### config.mk
export PLATFORM = sky130hd
export DESIGN_NAME = irq_pending_encoder
export DESIGN_NICKNAME = d
export VERILOG_FILES = /design/src/rtl/irq_pending_encoder.sv
export SDC_FILE = /design/constraint.sdc
export NUM_CORES = 1
export LEC_CHECK = 0
export BUFFER_PORTS_ARGS = -buffer_cell sky130_fd_sc_hd__buf_2
export CAP_MARGIN = 20
export CORE_AREA = 3 3 40 42
export DETAILED_ROUTE_END_ITERATION = 6
export DIE_AREA = 0 0 43 45
export MAX_ROUTING_LAYER = met4
export PLACE_DENSITY = 0.55
export SYNTH_ARGS = -nofsm -noshare
export SYNTH_HDL_FRONTEND = slang
export SYNTH_SLANG_ARGS = --single-unit
### constraint.sdc
create_clock -name clk -period 3.05 [get_ports clk]
set_input_delay 0 -clock clk [delete_from_list [all_inputs] [get_ports clk]]
set_output_delay 0 -clock clk [all_outputs]
set_load 0.1 [all_outputs]
### src/rtl/irq_pending_encoder.sv
// irq_pending_encoder
// Sticky request collector in front of a fixed-priority encoder. Request events are latched
// into a pending register; the highest-index pending bit is granted as a registered index plus
// valid and held until the consumer acks. Only the acked bit is cleared, so simultaneous and
// back-to-back requests are never lost.
//
// Parameters:
//   WIDTH : number of request lines (power of two, 2..16)
//   EDGE  : 1 = capture rising edges of req, 0 = capture while req is high
//
// Ports:
//   clk     : rising-edge clock
//   rst     : synchronous active-high reset
//   req     : request lines, synchronous to clk
//   mask    : per-line grant enable, 1 = enabled (only with IRQ_MASK_EN)
//   ack     : consumer accepts idx; only honoured while a grant is held
//   valid   : idx holds a granted request
//   idx     : index of the granted request, MSB has highest priority
//   pending : current sticky pending register (status)
//
// Optional build macro IRQ_MASK_EN adds the mask input. Masked bits still latch into pending
// and are granted once unmasked.

module irq_pending_encoder #(
  parameter int unsigned WIDTH = 4,
  parameter bit          EDGE  = 1'b1
) (
  input  logic                     clk,
  input  logic                     rst,
  input  logic [WIDTH-1:0]         req,
`ifdef IRQ_MASK_EN
  input  logic [WIDTH-1:0]         mask,
`endif
  input  logic                     ack,
  output logic                     valid,
  output logic [$clog2(WIDTH)-1:0] idx,
  output logic [WIDTH-1:0]         pending
);

  localparam int unsigned IDX_W = $clog2(WIDTH);

  typedef enum logic [0:0] {StIdle, StGrant} state_e;

  state_e             state_q, state_d;
  logic [WIDTH-1:0]   pend_q, pend_d;
  logic [WIDTH-1:0]   req_prev_q;
  logic               valid_q, valid_d;
  logic [IDX_W-1:0]   idx_q, idx_d;

  logic [WIDTH-1:0]   set_vec;
  logic [WIDTH-1:0]   clr_vec;
  logic [WIDTH-1:0]   eligible;
  logic [IDX_W-1:0]   sel;

`ifdef IRQ_MASK_EN
  assign eligible = pend_q & mask;
`else
  assign eligible = pend_q;
`endif

  // Capture and pending update. OR-ing set_vec last lets a new event on the acked bit survive.
  always_comb begin
    if (EDGE) begin
      set_vec = req & ~req_prev_q;
    end else begin
      set_vec = req;
    end
    clr_vec = '0;
    if ((state_q == StGrant) && ack) begin
      clr_vec[idx_q] = 1'b1;
    end
    pend_d = (pend_q & ~clr_vec) | set_vec;
  end

  // Fixed priority: later (higher) indices overwrite earlier ones.
  always_comb begin
    sel = '0;
    for (int i = 0; i < WIDTH; i++) begin
      if (eligible[i]) begin
        sel = IDX_W'(i);
      end
    end
  end

  always_comb begin
    state_d = state_q;
    valid_d = valid_q;
    idx_d   = idx_q;
    unique case (state_q)
      StIdle: begin
        // ack is meaningless here; idx keeps its last value while nothing is eligible.
        if (|eligible) begin
          idx_d   = sel;
          valid_d = 1'b1;
          state_d = StGrant;
        end
      end
      StGrant: begin
        // No preemption: the held grant only ends on ack.
        if (ack) begin
          valid_d = 1'b0;
          state_d = StIdle;
        end
      end
    endcase
  end

  always_ff @(posedge clk) begin
    if (rst) begin
      state_q    <= StIdle;
      pend_q     <= '0;
      req_prev_q <= '0;
      valid_q    <= 1'b0;
      idx_q      <= '0;
    end else begin
      state_q    <= state_d;
      pend_q     <= pend_d;
      req_prev_q <= req;
      valid_q    <= valid_d;
      idx_q      <= idx_d;
    end
  end

  assign valid   = valid_q;
  assign idx     = idx_q;
  assign pending = pend_q;

endmodule
Word-level counts from Yosys, hierarchy flattened
Index checks and enable logic that the tools add are counted.

word-level totals
  register bits = 12
  input bits = 7
  output and inout port bits = 7
  word-level logic and storage cells = 32

operators by class
  magnitude comparators = 2
  equality and inequality tests = 2
  muxes and demuxes = 12
  bitwise operators = 6
  reductions and logical operators = 5

operator list
  operator              number
  $and A4 B4 Y4         2
  $not A4 Y4            2
  $mux W1               6
  $mux W2               2
  $mux W4               1
  $ne A2 B2 Y1 const B  2
  $or A4 B4 Y4          1
  $pmux W1 S2           2
  $reduce_and A2 Y1     2
  $reduce_or A4 Y1      1
  $lt A2 B3 Y1 const B  1
  $demux W1 S2          1
  $ge A2 B1 Y1 const B  1
  $logic_and A1 B1 Y1   2
  $not A1 Y1            1

Depth between registers and ports, before layout
Gate-level depths: netlist of the first run.

  depth after elaboration = 8
  gate-level depth with buffers = 4
  mapped depth without buffers = 3

Worst setup path before layout of the first run
OpenSTA, ideal clock, no wires.

  path type = register -> register
  start point = register pend_q[3], in the netlist pending[3]
  end point = register idx_q[0], in the netlist idx[0]
  setup time = 86 ps
  data arrival time = 1638 ps
  required time = 2964 ps
  slack = 1326 ps
  stages on the path, launching flop included = 4
  buffers on the path = 0
  period minus slack after synthesis = 1724 ps
  path through = dfxtp_1 > nor4_2 > or2_1 > a221oi_2

between the ends
  cells in the longest elaborated chain, start to end = 2
  elaborated cells on any way between the ends = 3
  those cells by class = mux: 1; reduce/logical: 2

RTL lines
  what                         RTL line  RTL
  start: declaration           45        logic [WIDTH-1:0] pend_q, pend_d;
  start signal: assignment     117       pend_q <= pend_d;
  $reduce_or A4 Y1             92        if (|eligible) begin
  $reduce_and A2 Y1 (no line)  -
  end signal: assignment       120       idx_q <= idx_d;
  end: declaration             48        logic [IDX_W-1:0] idx_q, idx_d;

Parallel ways exist; a longest one is shown, timed or not.
A chain may end at the register's enable or synchronous reset.

Worst setup path in the final report of the first run
  start point = register pend_q[3], in the netlist pending[3]
  end point = output port pending[3]

RTL lines
  what              RTL line  RTL
  end: declaration  37        output logic [WIDTH-1:0] pending

No word-level cell between the ends.

==> reports/results.ini, run 1 <==
[cts]
cts_root_buffer = clkbuf_4
clk_pin_slew_ns = 0.07
clock_latency_ns = 0.26
cts_tree = yes
htreeDepth = 1
cts.sinks = 12
cts_max_path_buffers = 2
cts_buffers = 3

[logic_synthesis]
synth-edff-count = 0
synthArstFlopShare_pct = 0
synth_top_family_by_area = simple AND/OR/NAND/NOR gates
synth_seq_area_share_pct = 52.5
avgSynthCellArea_um2 = 9.35
synth_top_cell_by_area = dfxtp_1
netlist_instances = 49
synth_xor_area_share_pct = 0
yosys.area_share.simple_pct = 25.1
synthMuxAreaShare_pct = 0
synth_commonest_cells = 12 x dfxtp_1, 5 x a21oi_1, 5 x nor2b_1, 4 x o21ai_0
yosysMostFrequentCell = dfxtp_1
synthAdderAreaFrac_pct = 0
netlist_area_um2 = 458
yosysTopAreaCellShare_pct = 52.5
ys_types = 20
synth_nets = 56
synth-compound-area-share_pct = 18.0
synth_area_leaders = dfxtp_1 52%, nor2b_1 6.8%, a21oi_1 5.5%, o21ai_0 4.4%, nand2b_1 4.1%
yosysWarnings = 0
ys.flop_type = dfxtp_1
synth-seq-cells = 12

[die]
start_util_pct = 35.6
core-area_um2 = 1280
io_pins = 14
die_h_um = 45
core.rowCount = 13
dieWidth_um = 43
die_area_um2 = 1940

[timing]
hold_viol = 0
fin_skew_ns = 0.000942
maxSlewHeadroom_pct = 67.7
finalSetupViolations = 0
setup_tns_ns = 0
clock.fmax_mhz = 883
finalCritPeriodShare_pct = 37.1
drv_slew = 0
worst_slew_pin_slew_ns = 0.488
grt_setup_unrepaired = no
fin_crit_ns = 1.13

[pwr]
powerDensity_nw_per_um2 = 647
irDropWorstVdd_uv = 252
p_int_uw = 245
p_comb_share_pct = 29.7
leakage_nw = 0.266
clkPwrFrac_pct = 23.8
switching_share_pct = 37.5
switching_power_uw = 147
p_seq_share_pct = 46.5

[global_route]
antenna_found_initial = 0
grt_max_degree = 13
grt.total_usage_pct = 10.7
grt_pass1_vias = 363
grt_pass1_wl_um = 1480
gr-total-overflow = 0

[outcome]
status = finished, final reports clean

[layout]
diodes = 0
syn_to_final_growth_pct = 32.2
fin_util_pct = 47.1
drive_gt1_share_pct = 27.9
final.fill_count = 133
num-nets-final = 77

[setup_path]
max_stage_delay_ns = 0.46
cp-end-kind = primary output
path_delay_family = buffers and inverters
required_ns = 3.05
critPathKind = register to primary output
worst-path-buf-inv = 1
crit_fanout = 5
crit_arrival_ns = 1.13
slowest_stage = buf_2
worstSetupStartpointType = register
crit_chain = buf_2

[route]
ant_nets = 0
wirelength_um = 875
drt_first_pass_iters = 4
wl_per_cell_um = 10.5
vias_per_cell = 4.57
drc_errors = 0
drtIter0Drc = 1
vias = 379

[flow_run]
max_cap_viol_count = 0

[place]
gp_congestion = 0.728
port_buffers = 13

[min_path]
hold_path.class = input pin to register

state kept, by name (all words and copies together), names as in the netlist:
| signal | count |
|---|---|
| pending | 4 |
| req_prev_q | 4 |
| idx | 2 |
| state_q | 1 |
| valid | 1 |
cell families (layout without fill, tap and decap cells):
family	after synthesis	count (layout)
AO/OA/AOI/OAI	13	13
flip-flops	12	12
AND/OR/NAND/NOR	19	19
buffers and inverters	5	24
cell type report:
type / instances / area (µm²) / share of cell area [%]
Sequential cell: 12 / 240 / 39.7
Multi-Input combinational cell: 32 / 198 / 32.6
Timing Repair Buffer: 18 / 115 / 19.0
Clock buffer: 3 / 22.5 / 3.72
Tap cell: 15 / 18.8 / 3.10
Inverter: 3 / 11.3 / 1.86
power groups by stage:
| stage | sequential (mW) | clock [mW] | combinational, mW |
|---|---|---|---|
| 6_report | 0.182 | 0.0931 | 0.116 |
| 4_1_cts | 0.182 | 0.0970 | 0.117 |
| 2_1_floorplan | 0.249 | 0 | 0.0312 |
| 3_3_place_gp | 0.186 | 0 | 0.112 |
| 3_5_place_dp | 0.186 | 0 | 0.112 |
| 5_1_grt | 0.185 | 0.102 | 0.123 |
final timing paths:
path / from / end / slack [ns] / depth (start not counted)
worst max-delay path: pending[3]$_SDFF_PP0_ / pending[3] / 1.92 / 1
worst min-delay path: rst / idx[0]$_SDFFE_PP0P_ / 0.06 / 2
worst max register to register: pending[3]$_SDFF_PP0_ / idx[0]$_SDFFE_PP0P_ / 1.99 / 3
worst min register to register: valid$_SDFFE_PP0P_ / valid$_SDFFE_PP0P_ / 0.45 / 2
metal layers:
| metal | track usage [%] | vias up | share of wire (%) |
|---|---|---|---|
| li1 | - | 203 | - |
| met4 | 7.23 | 0 | 0.57 |
| met2 | 15.6 | 9 | 48 |
| met3 | 2.39 | 2 | 5.1 |
| met5 | - | - | 0 |
| met1 | 13.2 | 165 | 46 |
cell usage in the layout, fill, tap and decap left out, types with 2 or more instances in the layout:
cell / synthesis / final
nor3_1: 2 / 2
a21oi_1: 5 / 5
buf_2: 0 / 13
nor2b_1: 5 / 5
nor2_1: 2 / 2
dfxtp_1: 12 / 12
dlygate4sd3_1: 0 / 5
clkbuf_4: 0 / 3
inv_1: 3 / 3
nand2b_1: 3 / 3
o21ai_0: 4 / 4
nand2_1: 2 / 2
stage by stage:
| stage | power, mW | hold WS (ns) | cells | setup slack, ns | instance area, µm² |
|---|---|---|---|---|---|
| after floorplan | 0.280 | 0.0716 | 49 | 1.33 | 458 |
| after global placement | 0.298 | 0.223 | 75 | 2.02 | 533 |
| after detailed placement | 0.298 | 0.225 | 75 | 2.00 | 533 |
| after CTS | 0.397 | 0.0605 | 83 | 1.90 | 606 |
| after global routing | 0.410 | 0.0898 | 83 | 1.87 | 606 |
| final | 0.392 | 0.0587 | 83 | 1.92 | 606 |
worst register-to-register path, cell delays in order (launching register included):
cell,delay (ns)
dfxtp_1,0.41
nor4_2,0.08
or2_1,0.24
a221oi_2,0.25
what timing repair did:
action | 4_1_cts | 5_1_grt
endpoints found under the hold margin | 8 | 0
hold buffers | 5 | 0
buffers inserted | 0 | 0
gates resized for setup | 0 | 0
No activity file was read; power rests on OpenSTA's default activity.
==> run 2: changes to the inputs <==
- PLACE_DENSITY: 0.55 -> 0.57
- clock period: 3.05 -> 1 ns (I/O delays scaled with it)
==> reports/results.ini, run 2 (synthesis gave the netlist of run 1 again) <==
[route]
drtIter0Drc = 6
ant_nets = 0
vias = 407
drc_errors = 0
vias_per_cell = 4.68
wl_per_cell_um = 10.5
drt_first_pass_iters = 4
wirelength_um = 914

[setup_path]
r2r_setup_slack_ns = -0.03
critPathKind = register to register
crit_arrival_ns = 1.21
r2r_start = pending[0]$_SDFF_PP0_
path_delay_family = flip-flops
required_ns = 1.18
worstSetupStartpointType = register
cp-end-kind = register
crit_chain = nor4_4 > or2_4 > a221oi_2
reg2reg_to = idx[0]$_SDFFE_PP0P_
crit_fanout = 4
max_stage_delay_ns = 0.39
worst-path-buf-inv = 0
r2r_cells = 3
slowest_stage = dfxtp_4

[place]
numPlacedInstances = 78
dp_hpwl_um = 669
dp_slack_ns = 0.00224
gp_congestion = 0.726
port_buffers = 13

[min_path]
hold_path.class = input pin to register
holdPathStages = 2
min_from = rst
holdPathEnd = valid$_SDFFE_PP0P_

[layout]
multiInputGateArea_um2 = 213
drive_gt1_share_pct = 45.8
syn_to_final_growth_pct = 71.9
fin_cells = 87
diodes = 0
fin_util_pct = 61.2
final.fill_count = 119
final_common_cell = buf_12
num-nets-final = 80
layout_common_cells = 7 x buf_12, 6 x dfxtp_4, 6 x buf_2
regArea_um2 = 265

[die]
core-area_um2 = 1280
die_area_um2 = 1940
core.rowCount = 13
die_h_um = 45
io_pins = 14
start_util_pct = 35.6
dieWidth_um = 43

[timing]
drv_slew = 0
hold_viol = 0
maxSlewHeadroom_pct = 84.1
finalSetupViolations = 1
whs_ns = 0.0482
fin_skew_ns = 0.00229
worst_slew_pin_slew_ns = 0.237
clock.fmax_mhz = 972
finalCritPeriodShare_pct = 103
grt_setup_unrepaired = yes
fin_crit_ns = 1.03
fin_ws_ns = -0.0284

[pwr]
p_comb_share_pct = 33.7
p_seq_share_pct = 40.1
p_int_uw = 940
clkPwrFrac_pct = 26.2
switching_power_uw = 485
leakage_nw = 0.324
powerDensity_nw_per_um2 = 1810
switching_share_pct = 34.0
irDropWorstVdd_uv = 850

[cts]
htreeDepth = 1
cts_tree = yes
clk_pin_slew_ns = 0.07
cts.sinks = 12
cts_root_buffer = clkbuf_4
clock_latency_ns = 0.26
cts_buffers = 3
cts_max_path_buffers = 2

[global_route]
antenna_found_initial = 0
grt_pass1_wl_um = 1490
grt_pass1_vias = 379
grt_max_degree = 13
gr-total-overflow = 0
grt.total_usage_pct = 11.0

[outcome]
status = complete, but fails checks
violations = negative setup slack

[flow_run]
max_cap_viol_count = 0

run 2: how the worst max path moves through the flow:
| stage | start | end | slack, ns | cells after the start |
|---|---|---|---|---|
| 3_5_place_dp | state_q$_SDFF_PP0_ | pending[0]$_SDFF_PP0_ | 0.002 | 3 |
| 4_1_cts | pending[2]$_SDFF_PP0_ | valid$_SDFFE_PP0P_ | 0.001 | 3 |
| 5_1_grt | pending[0]$_SDFF_PP0_ | idx[0]$_SDFFE_PP0P_ | -0.07 | 3 |
| 2_1_floorplan | pending[2]$_SDFF_PP0_ | idx[0]$_SDFFE_PP0P_ | -0.19 | 3 |
| 6_report | pending[0]$_SDFF_PP0_ | idx[0]$_SDFFE_PP0P_ | -0.03 | 3 |
| 3_3_place_gp | state_q$_SDFF_PP0_ | pending[0]$_SDFF_PP0_ | 0.02 | 3 |
run 2: per-layer routing:
| layer | vias up | routed length, µm | part of all wire (%) | track usage [%] |
|---|---|---|---|---|
| met5 | - | 0 | 0 | - |
| met4 | 0 | 0 | 0 | 7.23 |
| met3 | 0 | 42 | 4.6 | 3.59 |
| met2 | 8 | 458 | 50 | 17.4 |
| met1 | 187 | 413 | 45 | 12.0 |
| li1 | 212 | - | - | - |
run 2: worst reg2reg max path: stages, from the launching register on:
cell and delay [ns]:
dfxtp_4 0.39, nor4_4 0.06, or2_4 0.25, a221oi_2 0.24
run 2: area by class of cell:
cell class | instances | share of cell area, %
Clock buffer | 4 | 4.61
Inverter | 3 | 1.43
Multi-Input combinational cell | 32 | 27.0
Sequential cell | 12 | 33.7
Tap cell | 15 | 2.38
Timing Repair Buffer | 21 | 30.8
run 2: timing repair:
action | in CTS | in global routing
hold endpoints to repair | 8 | 0
gates resized for setup | 1 | 3
endpoints found under the setup margin | 2 | 4
pin swaps | 1 | 4
buffers inserted | 0 | 0
hold buffers | 5 | 0
run 2: power groups by stage:
| stage | Combinational (mW) | Clock (mW) | Sequential [mW] |
|---|---|---|---|
| floorplan | 0.0972 | 0 | 0.767 |
| global placement | 0.456 | 0 | 0.580 |
| detailed placement | 0.457 | 0 | 0.582 |
| CTS | 0.473 | 0.390 | 0.571 |
| global route | 0.504 | 0.409 | 0.577 |
| finish | 0.480 | 0.373 | 0.571 |
run 2: metrics by stage:
step           total power [mW]  TNS [ns]  area (µm²)
2_1_floorplan             0.865    -0.975         488
3_3_place_gp               1.04         0         691
3_5_place_dp               1.04         0         691
4_1_cts                    1.43         0         778
5_1_grt                    1.49    -0.201         787
6_report                   1.42   -0.0284         787
